`src/rtl/fifo_drain_tx.sv`:
```
// fifo_drain_tx: pops one word from a FIFO, then sends it as a UART-style
// frame. The frame is a start bit (0), DATA_WIDTH data bits LSB first and a
// stop bit (1). Each bit lasts CLKS_PER_BIT clocks.
//
// state | meaning
// IDLE  | line high, waiting for en and a non-empty FIFO
// POP   | rinc pulse, pop committed
// WAIT  | extra read-latency cycles before rdata is valid
// START | start bit, word captured on entry
// DATA  | data bits, LSB first
// STOP  | stop bit, frame_done on its last cycle
module fifo_drain_tx #(
  parameter int DATA_WIDTH   = 4,
  parameter int CLKS_PER_BIT = 16,
  parameter int READ_LAT     = 1
) (
  input  logic                  clk,
  input  logic                  rst_n,
  input  logic                  en,
  input  logic                  empty,
  input  logic [DATA_WIDTH-1:0] rdata,
  output logic                  rinc,
  output logic                  tx,
  output logic                  busy,
  output logic                  frame_done,
  output logic [7:0]            words_sent
);

  // 8 bits covers CLKS_PER_BIT up to 255 and READ_LAT up to 3.
  localparam logic [7:0] BIT_LAST  = 8'(CLKS_PER_BIT - 1);
  localparam logic [7:0] WAIT_LAST = 8'((READ_LAT >= 2) ? (READ_LAT - 2) : 0);
  localparam int         IDX_W     = (DATA_WIDTH > 1) ? $clog2(DATA_WIDTH) : 1;
  localparam logic [IDX_W-1:0] IDX_LAST = IDX_W'(DATA_WIDTH - 1);

  typedef enum logic [2:0] {
    IDLE  = 3'd0,
    POP   = 3'd1,
    WAIT  = 3'd2,
    START = 3'd3,
    DATA  = 3'd4,
    STOP  = 3'd5
  } state_t;

  state_t                state;
  logic [7:0]            cnt;
  logic [IDX_W-1:0]      idx;
  logic [DATA_WIDTH-1:0] shreg;
  // Blocks a pop on the first edge after reset release.
  logic                  armed;

  // Sequencer: pop, wait out read latency, then shift the frame out.
  // The captured word is never rewritten during a frame; idx selects the bit.
  always_ff @(posedge clk or negedge rst_n) begin
    if (!rst_n) begin
      state      <= IDLE;
      cnt        <= '0;
      idx        <= '0;
      shreg      <= '0;
      armed      <= 1'b0;
      rinc       <= 1'b0;
      tx         <= 1'b1;
      busy       <= 1'b0;
      frame_done <= 1'b0;
      words_sent <= '0;
    end else begin
      armed      <= 1'b1;
      rinc       <= 1'b0;
      frame_done <= 1'b0;
      case (state)
        IDLE: begin
          if (armed && en && !empty) begin
            state <= POP;
            rinc  <= 1'b1;
            busy  <= 1'b1;
          end
        end
        POP: begin
          if (READ_LAT == 1) begin
            state <= START;
            shreg <= rdata;
            tx    <= 1'b0;
            cnt   <= BIT_LAST;
          end else begin
            state <= WAIT;
            cnt   <= WAIT_LAST;
          end
        end
        WAIT: begin
          if (cnt == 8'd0) begin
            state <= START;
            shreg <= rdata;
            tx    <= 1'b0;
            cnt   <= BIT_LAST;
          end else begin
            cnt <= cnt - 8'd1;
          end
        end
        START: begin
          if (cnt == 8'd0) begin
            state <= DATA;
            idx   <= '0;
            tx    <= shreg[0];
            cnt   <= BIT_LAST;
          end else begin
            cnt <= cnt - 8'd1;
          end
        end
        DATA: begin
          if (cnt == 8'd0) begin
            cnt <= BIT_LAST;
            if (idx == IDX_LAST) begin
              state <= STOP;
              tx    <= 1'b1;
            end else begin
              idx <= idx + 1'b1;
              tx  <= shreg[idx + 1'b1];
            end
          end else begin
            cnt <= cnt - 8'd1;
          end
        end
        STOP: begin
          if (cnt == 8'd1) begin
            frame_done <= 1'b1;
            words_sent <= words_sent + 8'd1;
          end
          if (cnt == 8'd0) begin
            state <= IDLE;
            busy  <= 1'b0;
          end else begin
            cnt <= cnt - 8'd1;
          end
        end
        default: begin
          state <= IDLE;
          tx    <= 1'b1;
          busy  <= 1'b0;
        end
      endcase
    end
  end

endmodule

```
`config.mk`:
```
export PLATFORM = sky130hd
export DESIGN_NAME = fifo_drain_tx
export DESIGN_NICKNAME = d
export VERILOG_FILES = /design/src/rtl/fifo_drain_tx.sv
export SDC_FILE = /design/constraint.sdc
export NUM_CORES = 1
export LEC_CHECK = 0
export ABC_AREA = 0
export BUFFER_PORTS_ARGS = -buffer_cell sky130_fd_sc_hd__buf_2
export CAP_MARGIN = 40
export CORE_UTILIZATION = 33
export CTS_CLUSTER_DIAMETER = 150
export DETAILED_ROUTE_END_ITERATION = 16
export PLACE_DENSITY = 0.54
export SLEW_MARGIN = 40
export SYNTH_ARGS = -nofsm -noshare
export SYNTH_HDL_FRONTEND = slang
export SYNTH_SLANG_ARGS = --single-unit
```
`constraint.sdc`:
```
create_clock -name clk -period 1.95 [get_ports clk]
set_input_delay 0.585 -clock clk [delete_from_list [all_inputs] [get_ports clk]]
set_output_delay 0.585 -clock clk [all_outputs]
set_load 0.02 [all_outputs]
```
# Word level (Yosys, flattened, before mapping)
# Cells that the tools add are included.
word_totals:
  regBits: 30
  input_bits: 8
  output_inout_bits: 12
  wordCells: 78
classes:
  n_addsub: 3
  n_lt_le_gt_ge: 1
  eq_ne: 15
  muxes: 29
  bitwise: 2
  n_reduce_logical: 18
ops:
  columns: ["cell", "count"]
  rows:
  - ["8-bit one-hot mux with 3 select lines", 1]
  - ["3-bit 2-to-1 mux", 6]
  - ["3-bit one-hot mux with 6 select lines", 1]
  - ["8-bit 2-to-1 mux", 2]
  - ["2-bit != test, second input constant", 8]
  - ["1-bit 2-to-1 mux", 10]
  - ["8-bit by 1-bit adder with 8-bit output, second input constant", 1]
  - ["8-bit by 1-bit equality test with 1-bit output, second input constant", 1]
  - ["8-bit logical NOT", 1]
  - ["4-bit one-hot mux with 2 select lines", 1]
  - ["4-bit AND reduction", 2]
  - ["8-bit by 1-bit subtractor with 8-bit output, second input constant", 1]
  - ["3-bit by 2-bit equality test with 1-bit output, second input constant", 2]
  - ["3-bit equality test, second input constant", 2]
  - ["2-bit 2-to-1 mux", 3]
  - ["2-bit AND reduction", 3]
  - ["6-bit AND reduction", 1]
  - ["1-bit one-hot mux with 5 select lines", 1]
  - ["4-bit 2-to-1 mux", 1]
  - ["2-bit one-hot mux with 2 select lines", 1]
  - ["2-bit nonzero test", 2]
  - ["4-bit OR reduction", 1]
  - ["3-bit by 1-bit equality test with 1-bit output, second input constant", 1]
  - ["3-bit logical NOT", 1]
  - ["other kinds (12)", 14]

# Longest topological paths before layout
# Gate-level depths: netlist of run 1.
logic_depth:
  depth_word: 6
  depth_mapped: 7
  depth_no_buf: 6

# Least setup slack after synthesis of run 1
# OpenSTA, ideal clock, no wires.
synth_path:
  path_type: "reg-to-reg"
  from: "register cnt[0]"
  to: "register cnt[7]"
  setup_ps: 144
  arrival_time_ps: 1768
  required_time_ps: 1806
  slack_ps: 37
  path_stages_with_launch: 8
  path_buffers: 1
  synth_period_minus_slack_ps: 1913
  cell_sequence: "dfrtp_1 inv_1 ha_1 or4b_4 buf_6 o311a_1 o22ai_1 a31oi_1"
synth_via:
  elab_chain_len: 3
  elab_cells_between_ends: 7
synth_rtl:
  columns: ["item", "line_no", "rtl"]
  rows:
  - ["start: declaration", "45", "logic [7:0] cnt;"]
  - ["start signal: assignment", "95", "cnt <= cnt - 8'd1;"]
  - ["start signal: assignment", "105", "cnt <= cnt - 8'd1;"]
  - ["start signal: assignment", "119", "cnt <= cnt - 8'd1;"]
  - ["8-bit by 1-bit subtractor with 8-bit output / 8-bit logical NOT (equally long branches)", null, null]
  - ["8-bit 2-to-1 mux (tied with other cells)", "127", "if (cnt == 8'd0) begin"]
  - ["8-bit one-hot mux with 3 select lines / 2-bit AND reduction (equally long branches)", null, null]
# Parallel ways exist; a longest one is shown, timed or not. The select of a mux whose other input is x is not followed.
# A chain may end at the register's enable or synchronous reset.

# Worst setup path in the final report of run 1
layout_path:
  from: "register cnt[1]"
  to: "register cnt[7]"
# The elaborated chain is that of the path after synthesis.

==> results of run 1 <==
[power by group]
part	leakage, nW	switching (mW)	internal, mW	total [mW]
sequential	0.382	0.000153	0.624	0.624
combinational	0.653	0.0149	0.00716	0.0221
clock	0.0482	0.234	0.284	0.518
total	1.08	0.249	0.915	1.16
[cell usage in the layout, fill, tap and decap left out, types with 3 or more instances in the layout]
| cell type | Yosys | layout |
|---|---|---|
| dfrtp_1 | 29 | 29 |
| buf_4 | 1 | 29 |
| buf_2 | 5 | 19 |
| a21oi_1 | 15 | 15 |
| nand2_1 | 12 | 12 |
| o22ai_1 | 11 | 11 |
| nor2_1 | 9 | 9 |
| nor3_1 | 7 | 7 |
| o21ai_1 | 6 | 7 |
| inv_1 | 7 | 6 |
| xnor2_1 | 6 | 6 |
| clkbuf_8 | 0 | 6 |
| ha_1 | 5 | 5 |
| nand3_1 | 4 | 4 |
| o22a_1 | 4 | 4 |
| and3_1 | 4 | 4 |
| a31oi_1 | 3 | 3 |
| nand4_1 | 3 | 3 |
| o211a_1 | 3 | 3 |
| o211ai_1 | 3 | 3 |
| a22o_1 | 3 | 3 |
[per-layer routing]
layer | wire (µm) | up-vias
li1 | - | 834
met2 | 2171 | 42
met4 | 46 | 0
met1 | 2206 | 816
met3 | 200 | 7
met5 | 0 | -
[what timing repair did]
| action | CTS | global route |
|---|---|---|
| resized for setup | 0 | 3 |
| hold endpoints to repair | 0 | 0 |
| buffers inserted | 0 | 2 |
| endpoints found under the setup margin | 0 | 8 |
| hold buffers | 0 | 0 |
[final cells by class]
| cell class | count | area share, % |
|---|---|---|
| clock inverters | 1 | 0.2179 |
| inverters | 7 | 1.144 |
| clock buffers | 7 | 3.758 |
| multi-input cells | 144 | 44.61 |
| repair buffers | 48 | 13.62 |
| flip-flops and latches | 30 | 32.73 |
| well taps | 72 | 3.922 |
[kinds of logic after synthesis]
group                    share of synthesized area [%]
AO/OA/AOI/OAI                                    24.31
AND/OR/NAND/NOR                                  19.55
flip-flops                                       39.70
buffers and inverters                            6.275
XOR/XNOR                                         3.699
adder cells (fa/ha/maj)                          3.303
multiplexers                                     2.972
other                                           0.1980
[path summary, 6_finish.rpt]
check | cells past startpoint | from | end
max | 6 | cnt[1] | cnt[7]
min | 2 | rst_n | cnt[6]
max reg2reg | 6 | cnt[1] | cnt[7]
min reg2reg | 1 | words_sent[7] | words_sent[7]
max in group asynchronous | 2 | rst_n | tx
min in group clk | 1 | words_sent[7] | words_sent[7]
[registers in the layout, summed over array words and instances (netlist names)]
signal and count:
cnt 8, words_sent 8, shreg 4, state 3
idx 2, armed 1, busy 1, frame_done 1
rinc 1, tx 1
[worst register-to-register path: stages, from the launching register on]
cell     delay (ns)
dfrtp_1        0.39
inv_2          0.08
ha_1           0.16
or4b_4         0.54
o311a_1        0.33
o22ai_1        0.17
a31oi_1        0.10
[through the flow]
| step | TNS (ns) | hold WS (ns) | cells | worst slack, ns |
|---|---|---|---|---|
| 6_report | 0 | 0.3103 | 309 | 0.06817 |
| 5_1_grt | -0.002165 | 0.3503 | 309 | -0.002165 |
| 4_1_cts | 0 | 0.3339 | 307 | 0.03021 |
| 3_5_place_dp | 0 | 0.4518 | 299 | 0.03986 |
| 3_3_place_gp | 0 | 0.4528 | 299 | 0.07211 |
| 2_1_floorplan | 0 | 0.2894 | 199 | 0.03749 |
==> impl_metrics.json, run 1 <==
{
  "htreeDepth": 2,
  "cts_buffers": 5,
  "ff2ff_setup_slack_ns": 0.07,
  "finalHoldViolations": 0,
  "fin_area_um2": 2297,
  "gp_congestion": 0.7934,
  "crit_type": "reg2reg",
  "syn_nets": 212,
  "grt_max_degree": 31,
  "maxCapViolCount": 0,
  "die_x_um": 77.77,
  "overflow": 0,
  "syn_inst": 199,
  "yosysTopAreaCell": "dfrtp_1",
  "nFillCells": 569,
  "antenna_found_initial": 0,
  "drtAntennaViolNets": 0,
  "power_density_nw_per_um2": 506.6,
  "p_total_mw": 1.164,
  "num_antenna_cells": 0,
  "min_path_type": "in2async",
  "clk_pin_slew_ns": 0.06,
  "tightest_slew_ns": 0.4826,
  "busiest_layer": "met2",
  "drtIter0Drc": 91,
  "core_area_um2": 5507,
  "netlist_top_cells_count": "dfrtp_1, a21oi_1, nand2_1",
  "seq_area_frac_synth_pct": 39.70,
  "synth_most_common_cell": "dfrtp_1",
  "ios": 20,
  "synth-seq-cells": 30,
  "worst_setup_path_end_kind": "flop",
  "drt-total-wl_um": 4624,
  "clock-sinks": 30,
  "arrival_ns": 2.04,
  "finalCriticalPeriod_ns": 1.882,
  "clock_path_buffers": 2,
  "clk_latency_ns": 0.28,
  "first_global_vias": 1574,
  "die_area_um2": 6047,
  "cp-start-kind": "flop",
  "yosys.cell_types.count": 59,
  "wire_per_inst_um": 14.96,
  "met1_usage_pct": 23.07,
  "slew_headroom_pct": 67.38,
  "async_flop_share_pct": 100.0,
  "grt_use_total_pct": 16.88,
  "die_height_um": 77.77,
  "dp_hpwl_um": 3329,
  "critPathSlowestCell": "or4b_4",
  "viasPerCell": 5.498,
  "max_freq_mhz": 531.4,
  "fin_nets": 249,
  "multi_input_area_um2": 1025,
  "cp.required_ns": 2.11,
  "leakage_nw": 1.084,
  "finalCritPeriodShare_pct": 96.50,
  "setup_viol": 0,
  "rows": 27,
  "final_max_slew_viol_count": 0,
  "ys.flop_type": "dfrtp_1",
  "dr.pass1.iters": 4,
  "cpPeakStageDelay_ns": 0.54,
  "post_dp_cell_area_um2": 2190,
  "vias": 1699,
  "cts_tree": "yes",
  "outcome": "finished clean",
  "cts_root_buf": "clkbuf_8",
  "crit_buf_inv": 1,
  "synth_edf_count": 0,
  "register_area_um2": 752.0,
  "path_max_fanout": 8,
  "synth_area_um2": 1894,
  "grt_pass1_wl_um": 7962,
  "areaGrowthSynthToFinish_pct": 21.27,
  "fin_util_pct": 41.72,
  "ys_warn_count": 0,
  "initial_core_util_pct": 34.40,
  "drc_errors": 0,
  "fin_skew_ns": 0.001669,
  "synth_area_per_cell_um2": 9.519,
  "place.port_buffers": 19,
  "ir_worst_vdd_v": 0.0002262,
  "cp_top_family": "compound AO/OA/AOI/OAI gates",
  "yosysTopAreaCellShare_pct": 38.31,
  "use_met2_pct": 26.73,
  "grtUsageMet3_pct": 3.529,
  "synthTopCellsByArea": "dfrtp_1, a21oi_1, o22ai_1, ha_1, xnor2_1",
  "drive_gt1_share_pct": 26.58,
  "crit_chain": "inv_2 -> ha_1 -> or4b_4 -> o311a_1 -> o22ai_1 -> a31oi_1"
}
(Power assumes the default switching activity.)
==> run 2: changes to the inputs <==
--- a/config.mk
+++ b/config.mk
@@ -11,7 +11,7 @@
 export CORE_UTILIZATION = 33
 export CTS_CLUSTER_DIAMETER = 150
 export DETAILED_ROUTE_END_ITERATION = 16
-export PLACE_DENSITY = 0.54
+export PLACE_DENSITY = 0.52
 export SLEW_MARGIN = 40
 export SYNTH_ARGS = -nofsm -noshare
 export SYNTH_HDL_FRONTEND = slang
==> constraint.sdc (replaced) <==
create_clock -name clk -period 1.8 [get_ports clk]
set_input_delay 0.54 -clock clk [delete_from_list [all_inputs] [get_ports clk]]
set_output_delay 0.54 -clock clk [all_outputs]
set_load 0.02 [all_outputs]
==> impl_metrics.json, run 2 (same netlist as run 1, synthesis figures left out) <==
{
  "outcome": "complete, but fails checks",
  "violations": "negative setup slack",
  "grtUsageMet3_pct": 3.882,
  "cp_top_family": "compound AO/OA/AOI/OAI gates",
  "finalHoldViolations": 0,
  "setup_viol": 1,
  "num_antenna_cells": 0,
  "arrival_ns": 2.04,
  "initial_core_util_pct": 34.40,
  "final_max_slew_viol_count": 0,
  "clk_latency_ns": 0.29,
  "fin_ws_ns": -0.07181,
  "viasPerCell": 5.436,
  "stdcell_count": 321,
  "drtAntennaViolNets": 0,
  "first_global_vias": 1709,
  "fin_nets": 261,
  "crit_type": "reg2reg",
  "die_height_um": 77.77,
  "cts_root_buf": "clkbuf_8",
  "crit_chain": "inv_2 -> ha_4 -> or4b_4 -> o311a_4 -> o22ai_1 -> a31oi_1",
  "drive_gt1_share_pct": 38.15,
  "antenna_found_initial": 0,
  "use_met2_pct": 27.35,
  "cpPeakStageDelay_ns": 0.52,
  "dp_hpwl_um": 3527,
  "cp_num_cells": 6,
  "critPathSlowestCell": "or4b_4",
  "p_total_mw": 1.271,
  "power_density_nw_per_um2": 498.5,
  "dr.pass1.iters": 4,
  "final_cell_mix": "buf_4, dfrtp_1, buf_2",
  "place.port_buffers": 19,
  "cp-start-kind": "flop",
  "grt_max_degree": 23,
  "final_common_cell": "buf_4",
  "die_x_um": 77.77,
  "gp_congestion": 0.8502,
  "busiest_layer": "met2",
  "r2r_cells": 6,
  "max_freq_mhz": 534.2,
  "rsz0062_at_grt": "true",
  "dp_cells": 311,
  "cts_tree": "yes",
  "finalCriticalPeriod_ns": 1.872,
  "dpl_worst_slack_ns": -0.02188,
  "cp.required_ns": 1.97,
  "clk_pin_slew_ns": 0.06,
  "drtIter0Drc": 83,
  "worst_setup_path_end_kind": "flop",
  "hold_slack_ns": 0.1618,
  "clock_path_buffers": 2,
  "areaGrowthSynthToFinish_pct": 34.54,
  "ir_worst_vdd_v": 0.0004093,
  "min_path_type": "in2async",
  "clock-sinks": 30,
  "drc_errors": 0,
  "core_area_um2": 5507,
  "overflow": 0,
  "cts_buffers": 5,
  "path_max_fanout": 6,
  "fin_skew_ns": 0.003886,
  "vias": 1745,
  "die_area_um2": 6047,
  "crit_buf_inv": 1,
  "maxCapViolCount": 0,
  "largestRegisters": "cnt: 8 flops, words_sent: 8 flops, shreg: 4 flops",
  "grt_use_total_pct": 17.28,
  "leakage_nw": 1.189,
  "grt_pass1_wl_um": 8128,
  "drt-total-wl_um": 4922,
  "htreeDepth": 2,
  "met1_usage_pct": 22.30,
  "wire_per_inst_um": 15.33,
  "finalCritPeriodShare_pct": 104.0,
  "ios": 20,
  "rows": 27
}
-- run 2: cell types whose count changed in the layout (fill, tap and decap cells not counted), sizes merged --
cell / delta
buf: +12
-- run 2: routing by layer --
layer / routed length, µm / up-vias
li1: - / 854
met1: 2213 / 838
met2: 2379 / 38
met3: 195 / 15
met4: 133 / 0
met5: 0 / -
-- run 2: what timing repair did --
action                                  in CTS  in global routing
setup buffers                                1                  1
gates resized for setup                      1                 27
gates cloned                                 0                  0
hold buffers                                 0                  0
pin swaps                                    0                 11
endpoints found under the setup margin       5                 17
-- run 2: final cells by class --
type | instances | area, µm²
multi-input cells | 144 | 1149
clock inverters | 1 | 5.005
flip-flops and latches | 30 | 753.2
repair buffers | 60 | 439.2
clock buffers | 7 | 86.33
well taps | 72 | 90.09
fillers | 531 | 2958
inverters | 7 | 26.28
-- run 2: worst register-to-register path: stages (launching register included) --
cell     delay, ns
dfrtp_1       0.38
inv_2         0.08
ha_4          0.14
or4b_4        0.52
o311a_4       0.34
o22ai_1       0.19
a31oi_1       0.10
-- run 2: metrics by stage --
stage                     setup TNS [ns]  util (%)  cell area [µm²]
final                           -0.07181     46.28             2549
after global routing             -0.5011     46.28             2549
after global placement          -0.01771     41.85             2305
after CTS                       -0.01821     43.67             2405
after floorplan                  -0.1164         -             1894
after detailed placement        -0.04924     41.85             2305
-- run 2: power by group --
group,internal [mW],total (mW),switching [mW],leakage (nW)
combinational,0.0107,0.0292,0.0185,0.758
sequential,0.676,0.676,0.000162,0.382
clock,0.308,0.566,0.258,0.0482
total,0.994,1.27,0.277,1.19
-- run 2: path summary, 6_finish.rpt --
check	startpoint	end	slack (ns)
min in group clk	words_sent[7]	words_sent[7]	0.47
min reg2reg	words_sent[7]	words_sent[7]	0.47
max	cnt[0]	cnt[7]	-0.07
max in group asynchronous	rst_n	cnt[2]	1.22
max reg2reg	cnt[0]	cnt[7]	-0.07
min	rst_n	cnt[4]	0.16
